<file path="src/rtl/tx_pll_sequencer.sv">
// TX PLL reset/lock sequencer in the reference-clock domain.
// Holds the PLL in reset, qualifies LOCK, retries on failure, then falls back to bypass.
module tx_pll_sequencer #(
   parameter int unsigned RESET_CYCLES = 20,
   parameter int unsigned LOCK_TIMEOUT = 20000,
   parameter int unsigned LOCK_STABLE  = 256,
   parameter int unsigned MAX_RETRIES  = 3
) (
   input  logic       clk_i,
   input  logic       reset_i,
   input  logic       pll_lock_i,
   input  logic       force_bypass_i,
   input  logic       restart_i,
   output logic       pll_resetb_o,
   output logic       pll_bypass_o,
   output logic       pll_ready_o,
   output logic       pll_fault_o,
   output logic [3:0] retry_count_o,
   output logic [7:0] loss_count_o,
   output logic [2:0] state_o
);

   localparam int unsigned HOLD_W = $clog2(RESET_CYCLES + 1);
   localparam int unsigned TMO_W  = $clog2(LOCK_TIMEOUT + 1);
   localparam int unsigned STB_W  = $clog2(LOCK_STABLE + 1);

   typedef enum logic [2:0] {
      ST_HOLD   = 3'd0,
      ST_WAIT   = 3'd1,
      ST_FILTER = 3'd2,
      ST_LOCKED = 3'd3,
      ST_FAULT  = 3'd4,
      ST_BYPASS = 3'd5
   } state_e;

   state_e            state_q;
   logic              lock_meta_q;
   logic              lock_s_q;
   logic [HOLD_W-1:0] hold_cnt_q;
   logic [TMO_W-1:0]  timer_q;
   logic [STB_W-1:0]  stable_q;
   logic              resetb_q;
   logic              bypass_q;
   logic              ready_q;
   logic              fault_q;
   logic [3:0]        retry_q;
   logic [7:0]        loss_q;

   logic [TMO_W-1:0]  timer_d;
   logic [STB_W-1:0]  stable_d;
   logic [3:0]        retry_d;
   logic [7:0]        loss_d;
   logic              hold_done_c;
   logic              tmo_hit_c;
   logic              stable_done_c;
   logic              retry_fault_c;

   // Saturating increments and terminal-count decodes
   always_comb begin
      timer_d       = (timer_q >= TMO_W'(LOCK_TIMEOUT)) ? timer_q : timer_q + TMO_W'(1);
      stable_d      = (stable_q >= STB_W'(LOCK_STABLE)) ? stable_q : stable_q + STB_W'(1);
      retry_d       = (retry_q >= 4'(MAX_RETRIES)) ? retry_q : retry_q + 4'd1;
      loss_d        = (loss_q == 8'hFF) ? loss_q : loss_q + 8'd1;
      hold_done_c   = (hold_cnt_q >= HOLD_W'(RESET_CYCLES - 1));
      tmo_hit_c     = (timer_q >= TMO_W'(LOCK_TIMEOUT - 1));
      stable_done_c = (stable_d >= STB_W'(LOCK_STABLE));
      retry_fault_c = (retry_d >= 4'(MAX_RETRIES));
   end

   // Synchronizer, sequencing FSM and registered outputs
   always_ff @(posedge clk_i) begin
      if (reset_i) begin
         state_q     <= ST_HOLD;
         lock_meta_q <= 1'b0;
         lock_s_q    <= 1'b0;
         hold_cnt_q  <= '0;
         timer_q     <= '0;
         stable_q    <= '0;
         resetb_q    <= 1'b0;
         bypass_q    <= 1'b0;
         ready_q     <= 1'b0;
         fault_q     <= 1'b0;
         retry_q     <= '0;
         loss_q      <= '0;
      end else begin
         lock_meta_q <= pll_lock_i;
         lock_s_q    <= lock_meta_q;

         if (force_bypass_i) begin
            state_q    <= ST_BYPASS;
            hold_cnt_q <= '0;
            timer_q    <= '0;
            stable_q   <= '0;
            resetb_q   <= 1'b0;
            bypass_q   <= 1'b1;
            ready_q    <= 1'b0;
            fault_q    <= 1'b0;
         end else if (restart_i && (state_q != ST_BYPASS)) begin
            state_q    <= ST_HOLD;
            hold_cnt_q <= '0;
            timer_q    <= '0;
            stable_q   <= '0;
            resetb_q   <= 1'b0;
            bypass_q   <= 1'b0;
            ready_q    <= 1'b0;
            fault_q    <= 1'b0;
            retry_q    <= '0;
         end else begin
            case (state_q)
               ST_HOLD: begin
                  if (hold_done_c) begin
                     state_q    <= ST_WAIT;
                     hold_cnt_q <= '0;
                     timer_q    <= '0;
                     resetb_q   <= 1'b1;
                  end else begin
                     hold_cnt_q <= hold_cnt_q + HOLD_W'(1);
                  end
               end

               ST_WAIT, ST_FILTER: begin
                  if (tmo_hit_c) begin
                     retry_q    <= retry_d;
                     hold_cnt_q <= '0;
                     timer_q    <= '0;
                     stable_q   <= '0;
                     resetb_q   <= 1'b0;
                     if (retry_fault_c) begin
                        state_q  <= ST_FAULT;
                        bypass_q <= 1'b1;
                        fault_q  <= 1'b1;
                     end else begin
                        state_q  <= ST_HOLD;
                     end
                  end else if (lock_s_q) begin
                     timer_q <= timer_d;
                     // First qualifying sample from WAIT counts as one
                     if (state_q == ST_WAIT) begin
                        stable_q <= STB_W'(1);
                        if (LOCK_STABLE <= 1) begin
                           state_q <= ST_LOCKED;
                           ready_q <= 1'b1;
                        end else begin
                           state_q <= ST_FILTER;
                        end
                     end else begin
                        stable_q <= stable_d;
                        if (stable_done_c) begin
                           state_q <= ST_LOCKED;
                           ready_q <= 1'b1;
                        end
                     end
                  end else begin
                     state_q  <= ST_WAIT;
                     timer_q  <= timer_d;
                     stable_q <= '0;
                  end
               end

               ST_LOCKED: begin
                  if (!lock_s_q) begin
                     state_q    <= ST_HOLD;
                     loss_q     <= loss_d;
                     hold_cnt_q <= '0;
                     timer_q    <= '0;
                     stable_q   <= '0;
                     resetb_q   <= 1'b0;
                     ready_q    <= 1'b0;
                  end
               end

               ST_FAULT: begin
                  state_q <= ST_FAULT;
               end

               ST_BYPASS: begin
                  // FORCE_BYPASS has dropped: start a fresh sequence
                  state_q    <= ST_HOLD;
                  retry_q    <= '0;
                  hold_cnt_q <= '0;
                  timer_q    <= '0;
                  stable_q   <= '0;
                  resetb_q   <= 1'b0;
                  bypass_q   <= 1'b0;
                  ready_q    <= 1'b0;
                  fault_q    <= 1'b0;
               end

               default: begin
                  state_q    <= ST_HOLD;
                  hold_cnt_q <= '0;
                  timer_q    <= '0;
                  stable_q   <= '0;
                  resetb_q   <= 1'b0;
                  bypass_q   <= 1'b0;
                  ready_q    <= 1'b0;
                  fault_q    <= 1'b0;
               end
            endcase
         end
      end
   end

   assign pll_resetb_o  = resetb_q;
   assign pll_bypass_o  = bypass_q;
   assign pll_ready_o   = ready_q;
   assign pll_fault_o   = fault_q;
   assign retry_count_o = retry_q;
   assign loss_count_o  = loss_q;
   assign state_o       = state_q;

endmodule

</file>
<file path="config.mk">
export PLATFORM = sky130hd
export DESIGN_NAME = tx_pll_sequencer
export DESIGN_NICKNAME = d
export VERILOG_FILES = /design/src/rtl/tx_pll_sequencer.sv
export SDC_FILE = /design/constraint.sdc
export NUM_CORES = 1
export LEC_CHECK = 0
export BUFFER_PORTS_ARGS = -buffer_cell sky130_fd_sc_hd__buf_4
export CAP_MARGIN = 20
export CORE_ASPECT_RATIO = 1.25
export CORE_MARGIN = 8
export CORE_UTILIZATION = 59
export CTS_CLUSTER_SIZE = 24
export DETAILED_ROUTE_END_ITERATION = 6
export HOLD_SLACK_MARGIN = 0.05
export PLACE_DENSITY_LB_ADDON = 0.2
export REMOVE_ABC_BUFFERS = 1
export SLEW_MARGIN = 20
export SYNTH_ARGS = -nofsm -noshare
export SYNTH_HDL_FRONTEND = slang
export SYNTH_SLANG_ARGS = --single-unit
</file>
<file path="constraint.sdc">
create_clock -name clk_i -period 2.5 [get_ports clk_i]
set_clock_uncertainty 0.05 [all_clocks]
set_input_delay 0.375 -clock clk_i [delete_from_list [all_inputs] [get_ports clk_i]]
set_output_delay 0.375 -clock clk_i [all_outputs]
set_load 0.02 [all_outputs]
</file>
Yosys cells after proc, flatten, opt, wreduce, memory -nomap -nowiden. Cells that the tools add are included.

$add $sub $neg: 5. Magnitude comparators: 7. Eq/ne operators: 24. Multiplexer cells: 43. Bitwise operators: 7. Reductions and logical operators: 18.

Operators with widths (count): $mux 15 (4); $pmux 15 s4 (1); $mux 9 (5); $ge 15x15->1 const B (2); $mux 3 (9); $pmux 9 s3 (1); $pmux 5 s4 (1); $ge 9x9->1 const B (2); $reduce_and 3->1 (6); $ne 2x2->1 const B (8); $ne 4x4->1 const B (4); $add 15x1->15 const B (1); $mux 5 (3); $mux 4 (3); $pmux 3 s4 (1); $mux 1 (11); $add 9x1->9 const B (1); $ne 3x3->1 const B (3); $add 8x1->8 const B (1); $eq 8x8->1 const B (1); $ge 4x2->1 const B (2); $pmux 4 s2 (1); $reduce_and 4->1 (2); $ne 7x7->1 const B (1); other kinds (20) (30).

Bits in registers: 50. Input bits: 5. Output and inout port bits: 19. Logic and storage cells: 117.

Logic depth before layout (Yosys ltp). Gate-level depths: netlist (run 1).

Word-level depth: 10. Mapped depth: 8. Depth with buffers taken out: 7.

Worst setup path after synthesis (run 1). Ideal clock, no wire load.

Path type: register to register. Start: reg timer_q[0]. End: reg timer_q[14]. Library setup time: 0.117 ns. Data arrival time: 1.933 ns. Data required time: 2.333 ns. Setup slack: 0.400 ns. Cell stages (with the launch flop): 9. Clock period less this slack: 2.100 ns. Cells stage by stage: dfxtp_1 > ha_1 > or3b_1 > a211oi_4 > o31a_4 > nand2_2 > nand2_2 > buf_6 > nor2_1.

Word-level cells in the longest chain between the ends: 4. Elaborated cells between the ends (all ways): 8. Those cells by class: add/sub: 1; order compare: 2; eq/ne: 1; mux: 3; reduce/logical: 1.

Ends and longest elaborated chain: start: declaration (line 40) `logic [TMO_W-1:0] timer_q;`; start signal: assignment (line 136) `timer_q <= timer_d;`; start signal: assignment (line 155) `timer_q <= timer_d;`; $add 15x1->15 (line 60) `timer_d = (timer_q >= TMO_W'(LOCK_TIMEOUT)) ? timer_q : timer_q + TMO_W'(1);`; $mux 15 (line 60); $mux 15 (line 122) `if (tmo_hit_c) begin`; $pmux 15 s4 (line 109) `case (state_q)`.

Several ways; a longest one is shown, not always the timed one. The select of a mux whose other input is x is not followed. A chain may end at the register's enable or synchronous reset.

Worst setup path after layout (run 1).
Start: reg timer_q[0]. End: reg stable_q[7].

Word-level cells in the longest chain between the ends: 3.

Ends and longest elaborated chain: $ge 15x15->1 (line 65) `tmo_hit_c = (timer_q >= TMO_W'(LOCK_TIMEOUT - 1));`; $mux 9 (line 122); $pmux 9 s3 (line 109); end signal: assignment (line 147) `stable_q <= stable_d;`; end: declaration (line 41) `logic [STB_W-1:0] stable_q;`.

No other way between the ends.

==> flow_summary.json, run 1 <==
{
  "status": "completed",
  "dr.pass1.iters": 4,
  "ys_seq_area_share_pct": 37.2,
  "drive_above_1_share_pct": 17.8,
  "cts-resized-gates": 0,
  "rows": 27,
  "clock_tree.buffer_depth": 2,
  "synth_cell_types": 59,
  "ant_nets": 0,
  "viasPerCell": 6.05,
  "rsz0062_at_grt": "no",
  "antenna_found_initial": 0,
  "critical_path_required_ps": 2660,
  "synth-seq-cells": 50,
  "timing.rr.end": "stable_q[7]$_SDFFE_PP0P_",
  "criticalPathCategory": "reg2reg",
  "arrival_ps": 2420,
  "ys_top_cells_by_count": "dfxtp_1, nor2_1, a21oi_1, nand2_1, nand4_1",
  "grt_pass1_vias": 2379,
  "r2r_start": "timer_q[0]$_SDFFE_PP0P_",
  "fin_nets": 354,
  "synthesis.instances": 316,
  "num_vias": 2428,
  "grt_use_met1_pct": 20.1,
  "grt_first_pass_wirelength_um": 10800,
  "syn_area_um2": 2690,
  "clk_latency_ps": 310,
  "die_x_um": 76.4,
  "fin_area_um2": 3060,
  "holdCritPathClass": "in2reg",
  "core_area_um2": 4390,
  "clock-sinks": 50,
  "syn2layout_area_growth_pct": 13.7,
  "use_met3_pct": 4.34,
  "dp_hpwl_um": 4630,
  "grtUsageMet2_pct": 32.7,
  "track_usage_pct": 18.4,
  "post_cts_buffers": 0,
  "synth_area_leader_cell": "dfxtp_1",
  "yosysWarnings": 0,
  "diodes": 0,
  "timing.hold.ws_ps": 228,
  "min_period_ps": 2250,
  "drc_errors": 0,
  "grt_busiest_layer": "met2",
  "startpoint": "timer_q[0]$_SDFFE_PP0P_",
  "worst_setup_path_end_kind": "register",
  "start_util_pct": 61.3,
  "ios": 24,
  "overflow": 0,
  "power_density_nw_per_um2": 512,
  "drtIter0Drc": 174,
  "synth_edf_count": 0,
  "cp_max_fo": 10,
  "placed_area_um2": 2950,
  "syn_avg_cell_area_um2": 8.52,
  "die_y_um": 91.5,
  "postCtsHoldBufs": 0,
  "clock-root-buffer": "clkbuf_8",
  "power_leakage_uw": 0.00115,
  "synth_top_cell_area_share_pct": 37.2,
  "tightest_slew_ps": 595,
  "grt_max_degree": 19,
  "power.total_uw": 1570,
  "ir_worst_vdd_mv": 0.343,
  "cp-endpoint": "stable_q[7]$_SDFFE_PP0P_",
  "period_share_pct": 90.1,
  "post_drt_wl_per_cell_um": 15.8,
  "maxCapViolCount": 0,
  "synth_area_leaders": "dfxtp_1, nor2_1, xor2_1",
  "finalSetupViolations": 0,
  "cts_tree": "done",
  "setup_ws_ps": 246,
  "finalHoldViolCount": 0,
  "die-area_um2": 7000,
  "setup_tns_ps": 0,
  "place_ws_ps": 260,
  "slew_violations": 0,
  "numCtsBuffers": 5,
  "fmax_mhz": 444,
  "wl_um": 6340,
  "htreeDepth": 2,
  "cts.reportedPaths.clkPinSlew_ps": 100,
  "io_buffers": 23,
  "r2r_slack_ps": 250,
  "worst_r2r_path_depth": 7,
  "ys.flop_type": "dfxtp_1",
  "n_fill_cell": 375,
  "async_reset_ff_share_pct": 0,
  "start_kind": "register",
  "gp_congestion": 0.881,
  "slew_headroom_pct": 60.1,
  "yosysMostFrequentCell": "dfxtp_1"
}
==> metrics by stage <==
| step | util, % | cells |
|---|---|---|
| 2_1_floorplan | - | 303 |
| 3_3_place_gp | 67.1 | 393 |
| 3_5_place_dp | 67.1 | 393 |
| 5_1_grt | 69.7 | 401 |
| 4_1_cts | 69.7 | 401 |
| 6_report | 69.7 | 401 |
==> layout by cell type, fill, tap and decap left out, types with 10 or more instances in the layout <==
cell | netlist | routed
nor3_1 | 11 | 11
nand4_1 | 14 | 14
a21oi_1 | 20 | 20
buf_4 | 0 | 32
nand3_1 | 13 | 13
xor2_1 | 13 | 13
dfxtp_1 | 50 | 50
inv_1 | 10 | 10
nor2_1 | 44 | 44
nand2_1 | 19 | 19
==> metal layers <==
metal,up-vias,part of all wire [%],routed length (µm)
met4,0,1.4,89
met3,7,4.1,259
met5,-,0,0
met2,45,51,3230
met1,1168,44,2770
li1,1208,-,-
==> worst max-delay path, cell delays in order, from the launching register on <==
cell	delay, ps
dfxtp_1	360
ha_1	230
or3b_1	220
a211oi_4	90
o21a_4	240
nor4_4	450
a41oi_1	220
a311oi_1	290
==> worst min path at each step <==
stage	slack (ps)	endpoint	start	cells after the start
final	230	lock_meta_q$_SDFF_PP0_	pll_lock_i	2
after global routing	210	lock_meta_q$_SDFF_PP0_	pll_lock_i	2
after CTS	220	lock_meta_q$_SDFF_PP0_	pll_lock_i	2
after detailed placement	380	lock_s_q$_SDFF_PP0_	lock_meta_q$_SDFF_PP0_	1
after global placement	370	lock_s_q$_SDFF_PP0_	lock_meta_q$_SDFF_PP0_	1
after floorplan	360	lock_s_q$_SDFF_PP0_	lock_meta_q$_SDFF_PP0_	1
==> registers in the layout, summed over array words and instances, names as in the netlist <==
register	count
hold_cnt_q	5
lock_meta_q	1
timer_q	15
stable_q	9
pll_fault_o	1
lock_s_q	1
pll_resetb_o	1
pll_bypass_o	1
state_o	3
loss_count_o	8
pll_ready_o	1
retry_count_o	4
==> cells by family after synthesis <==
group,synth area share (%)
buffers and inverters,3.72
DFF,37.2
AOI/OAI and AO/OA,19.9
xor gates and xnor gates,6.50
muxes,1.11
adders and majority gates,3.25
and+or+nand+nor,28.4
==> where the power goes <==
group / total [µW] / internal (µW) / switching (µW) / leakage (µW)
registers: 821 / 805 / 16.0 / 0.000404
clock network: 578 / 298 / 280 / 0.0000504
logic: 167 / 62.1 / 105 / 0.000692
==> layout make-up <==
class	instances	area, µm²	area share, %
Multi-Input combinational cell	242	1590	52.0
Sequential cell	50	1000	32.7
Inverter	11	41.3	1.35
Timing Repair Buffer	32	240	7.85
Clock buffer	5	68.8	2.25
Clock inverter	3	45.0	1.47
Tap cell	58	72.6	2.37
Power figures use the tool's default switching activity.
==> inputs of run 2 (changes only) <==
--- a/config.mk
+++ b/config.mk
@@ -5,6 +5,7 @@
 export SDC_FILE = /design/constraint.sdc
 export NUM_CORES = 1
 export LEC_CHECK = 0
+export ABC_AREA = 1
 export BUFFER_PORTS_ARGS = -buffer_cell sky130_fd_sc_hd__buf_4
 export CAP_MARGIN = 20
 export CORE_ASPECT_RATIO = 1.25
==> flow_summary.json, run 2 <==
{
  "status": "completed",
  "syn_avg_cell_area_um2": 6.73,
  "die-area_um2": 7090,
  "core_area_um2": 4430,
  "grt_max_degree": 18,
  "slew_headroom_pct": 74.2,
  "min_period_ps": 2000,
  "grt_busiest_layer": "met2",
  "ant_nets": 0,
  "grt_pass1_vias": 2464,
  "start_kind": "register",
  "start_util_pct": 61.9,
  "num_vias": 2581,
  "synth_top_cell_area_share_pct": 36.5,
  "criticalPathCategory": "reg2reg",
  "largest_reg_flops": 15,
  "cts.reportedPaths.clkPinSlew_ps": 90,
  "synth_cell_types": 33,
  "synth_area_leaders": "dfxtp_1, nand2_1, inv_1",
  "io_buffers": 23,
  "postCtsHoldBufs": 0,
  "viasPerCell": 5.26,
  "ys_seq_area_share_pct": 36.5,
  "tightest_slew_ps": 386,
  "grt_first_pass_wirelength_um": 10100,
  "gp_congestion": 0.857,
  "clock-sinks": 50,
  "synth_edf_count": 0,
  "post_drt_wl_per_cell_um": 11.9,
  "r2r_start": "state_o[0]$_SDFFE_PP0P_",
  "power_leakage_uw": 0.00130,
  "startpoint": "state_o[0]$_SDFFE_PP0P_",
  "async_reset_ff_share_pct": 0,
  "period_share_pct": 79.9,
  "ir_worst_vdd_mv": 0.360,
  "antenna_found_initial": 0,
  "drive_above_1_share_pct": 12.0,
  "synth-seq-cells": 50,
  "clock_tree.buffer_depth": 2,
  "finalSetupViolations": 0,
  "finalHoldViolCount": 0,
  "cp_max_fo": 14,
  "timing.rr.end": "timer_q[9]$_SDFFE_PP0P_",
  "clk_latency_ps": 300,
  "track_usage_pct": 16.9,
  "r2r_slack_ps": 500,
  "worst_r2r_path_depth": 10,
  "dr.pass1.iters": 4,
  "numCtsBuffers": 5,
  "clock-root-buffer": "clkbuf_8",
  "final_cell_mix": "nand2_1, inv_1, dfxtp_1, nand3_1, nor2_1",
  "arrival_ps": 2170,
  "diodes": 0,
  "grt_use_met1_pct": 17.0,
  "drtIter0Drc": 108,
  "fmax_mhz": 501,
  "yosysMostFrequentCell": "nand2_1",
  "post_cts_buffers": 0,
  "cts_tree": "done",
  "yosysWarnings": 0,
  "top_register": "timer_q",
  "ios": 24,
  "overflow": 0,
  "power_density_nw_per_um2": 480,
  "n_fill_cell": 408,
  "synth_area_leader_cell": "dfxtp_1",
  "slew_violations": 0,
  "cp-endpoint": "timer_q[9]$_SDFFE_PP0P_",
  "critical_path_required_ps": 2680,
  "rows": 27,
  "htreeDepth": 2,
  "syn2layout_area_growth_pct": 10.9,
  "ys_top_cells_by_count": "nand2_1, inv_1, dfxtp_1, nand3_1, nor2_1",
  "power.total_uw": 1460,
  "layout_commonest_cell": "nand2_1",
  "die_x_um": 77.0,
  "holdCritPathClass": "in2reg",
  "synthesis.instances": 407,
  "maxCapViolCount": 0,
  "fin_nets": 445,
  "die_y_um": 92.2,
  "dp_hpwl_um": 4520,
  "setup_tns_ps": 0,
  "cts-resized-gates": 0,
  "grtUsageMet2_pct": 32.5,
  "ys.flop_type": "dfxtp_1",
  "use_met3_pct": 4.49,
  "worst_setup_path_end_kind": "register",
  "wl_um": 5860,
  "syn_area_um2": 2740,
  "drc_errors": 0,
  "rsz0062_at_grt": "no"
}
-- run 2: stage by stage --
stage          util, %  hold slack (ps)  instances  area, µm²  worst slack [ps]
2_1_floorplan        -              338        403       2720               711
3_3_place_gp      66.9              342        484       2960               605
3_5_place_dp      66.9              351        484       2960               536
4_1_cts           68.7              229        491       3040               509
5_1_grt           68.7              221        491       3040               266
6_report          68.7              231        491       3040               504
-- run 2: worst min-delay path by stage --
stage	end	cells past startpoint	start	slack, ps
3_3_place_gp	lock_s_q$_SDFF_PP0_	2	lock_meta_q$_SDFF_PP0_	340
2_1_floorplan	lock_s_q$_SDFF_PP0_	2	lock_meta_q$_SDFF_PP0_	340
5_1_grt	lock_meta_q$_SDFF_PP0_	3	pll_lock_i	220
3_5_place_dp	lock_s_q$_SDFF_PP0_	2	lock_meta_q$_SDFF_PP0_	350
6_report	lock_meta_q$_SDFF_PP0_	3	pll_lock_i	230
4_1_cts	lock_meta_q$_SDFF_PP0_	3	pll_lock_i	230
-- run 2: cells by family (layout without fill, tap and decap cells) --
group	after synthesis	in the layout	share of synthesized area, %
flip-flops	50	50	36.5
buffers and inverters	67	93	9.63
XOR/XNOR	11	11	3.52
AND/OR/NAND/NOR	212	212	35.6
adder cells (fa/ha/maj)	7	7	3.20
AO/OA/AOI/OAI	60	60	11.6
-- run 2: layout make-up --
class	instances	area [µm²]	share of cell area, %
clock inverter	2	10.0	0.329
inverter	63	239	7.86
timing repair buffer	23	173	5.68
sequential	50	1000	32.9
multi-input combinational	290	1480	48.5
clock buffer	5	68.8	2.26
tap	58	72.6	2.39
-- run 2: critical path, stage by stage, from the launching register on --
cell and delay (ps):
dfxtp_1 420, nand2_1 100, nor2_2 130, nand2_1 100, nand2_1 320, nand2_2 130, nand2_4 150, inv_4 90
nand2_4 100, nand2_4 120, nor3_1 210
-- run 2: power by group --
part | switching, µW | internal [µW] | leakage, µW | total, µW
logic | 136 | 56.7 | 0.000855 | 193
registers | 11.3 | 807 | 0.000404 | 818
clock network | 261 | 189 | 0.0000438 | 449
total | 408 | 1050 | 0.00130 | 1460
-- run 2: per-layer routing --
| layer | vias up | wire length (µm) |
|---|---|---|
| li1 | 1358 | - |
| met1 | 1184 | 2530 |
| met2 | 35 | 3040 |
| met3 | 4 | 235 |
| met4 | 0 | 48 |
| met5 | - | 0 |
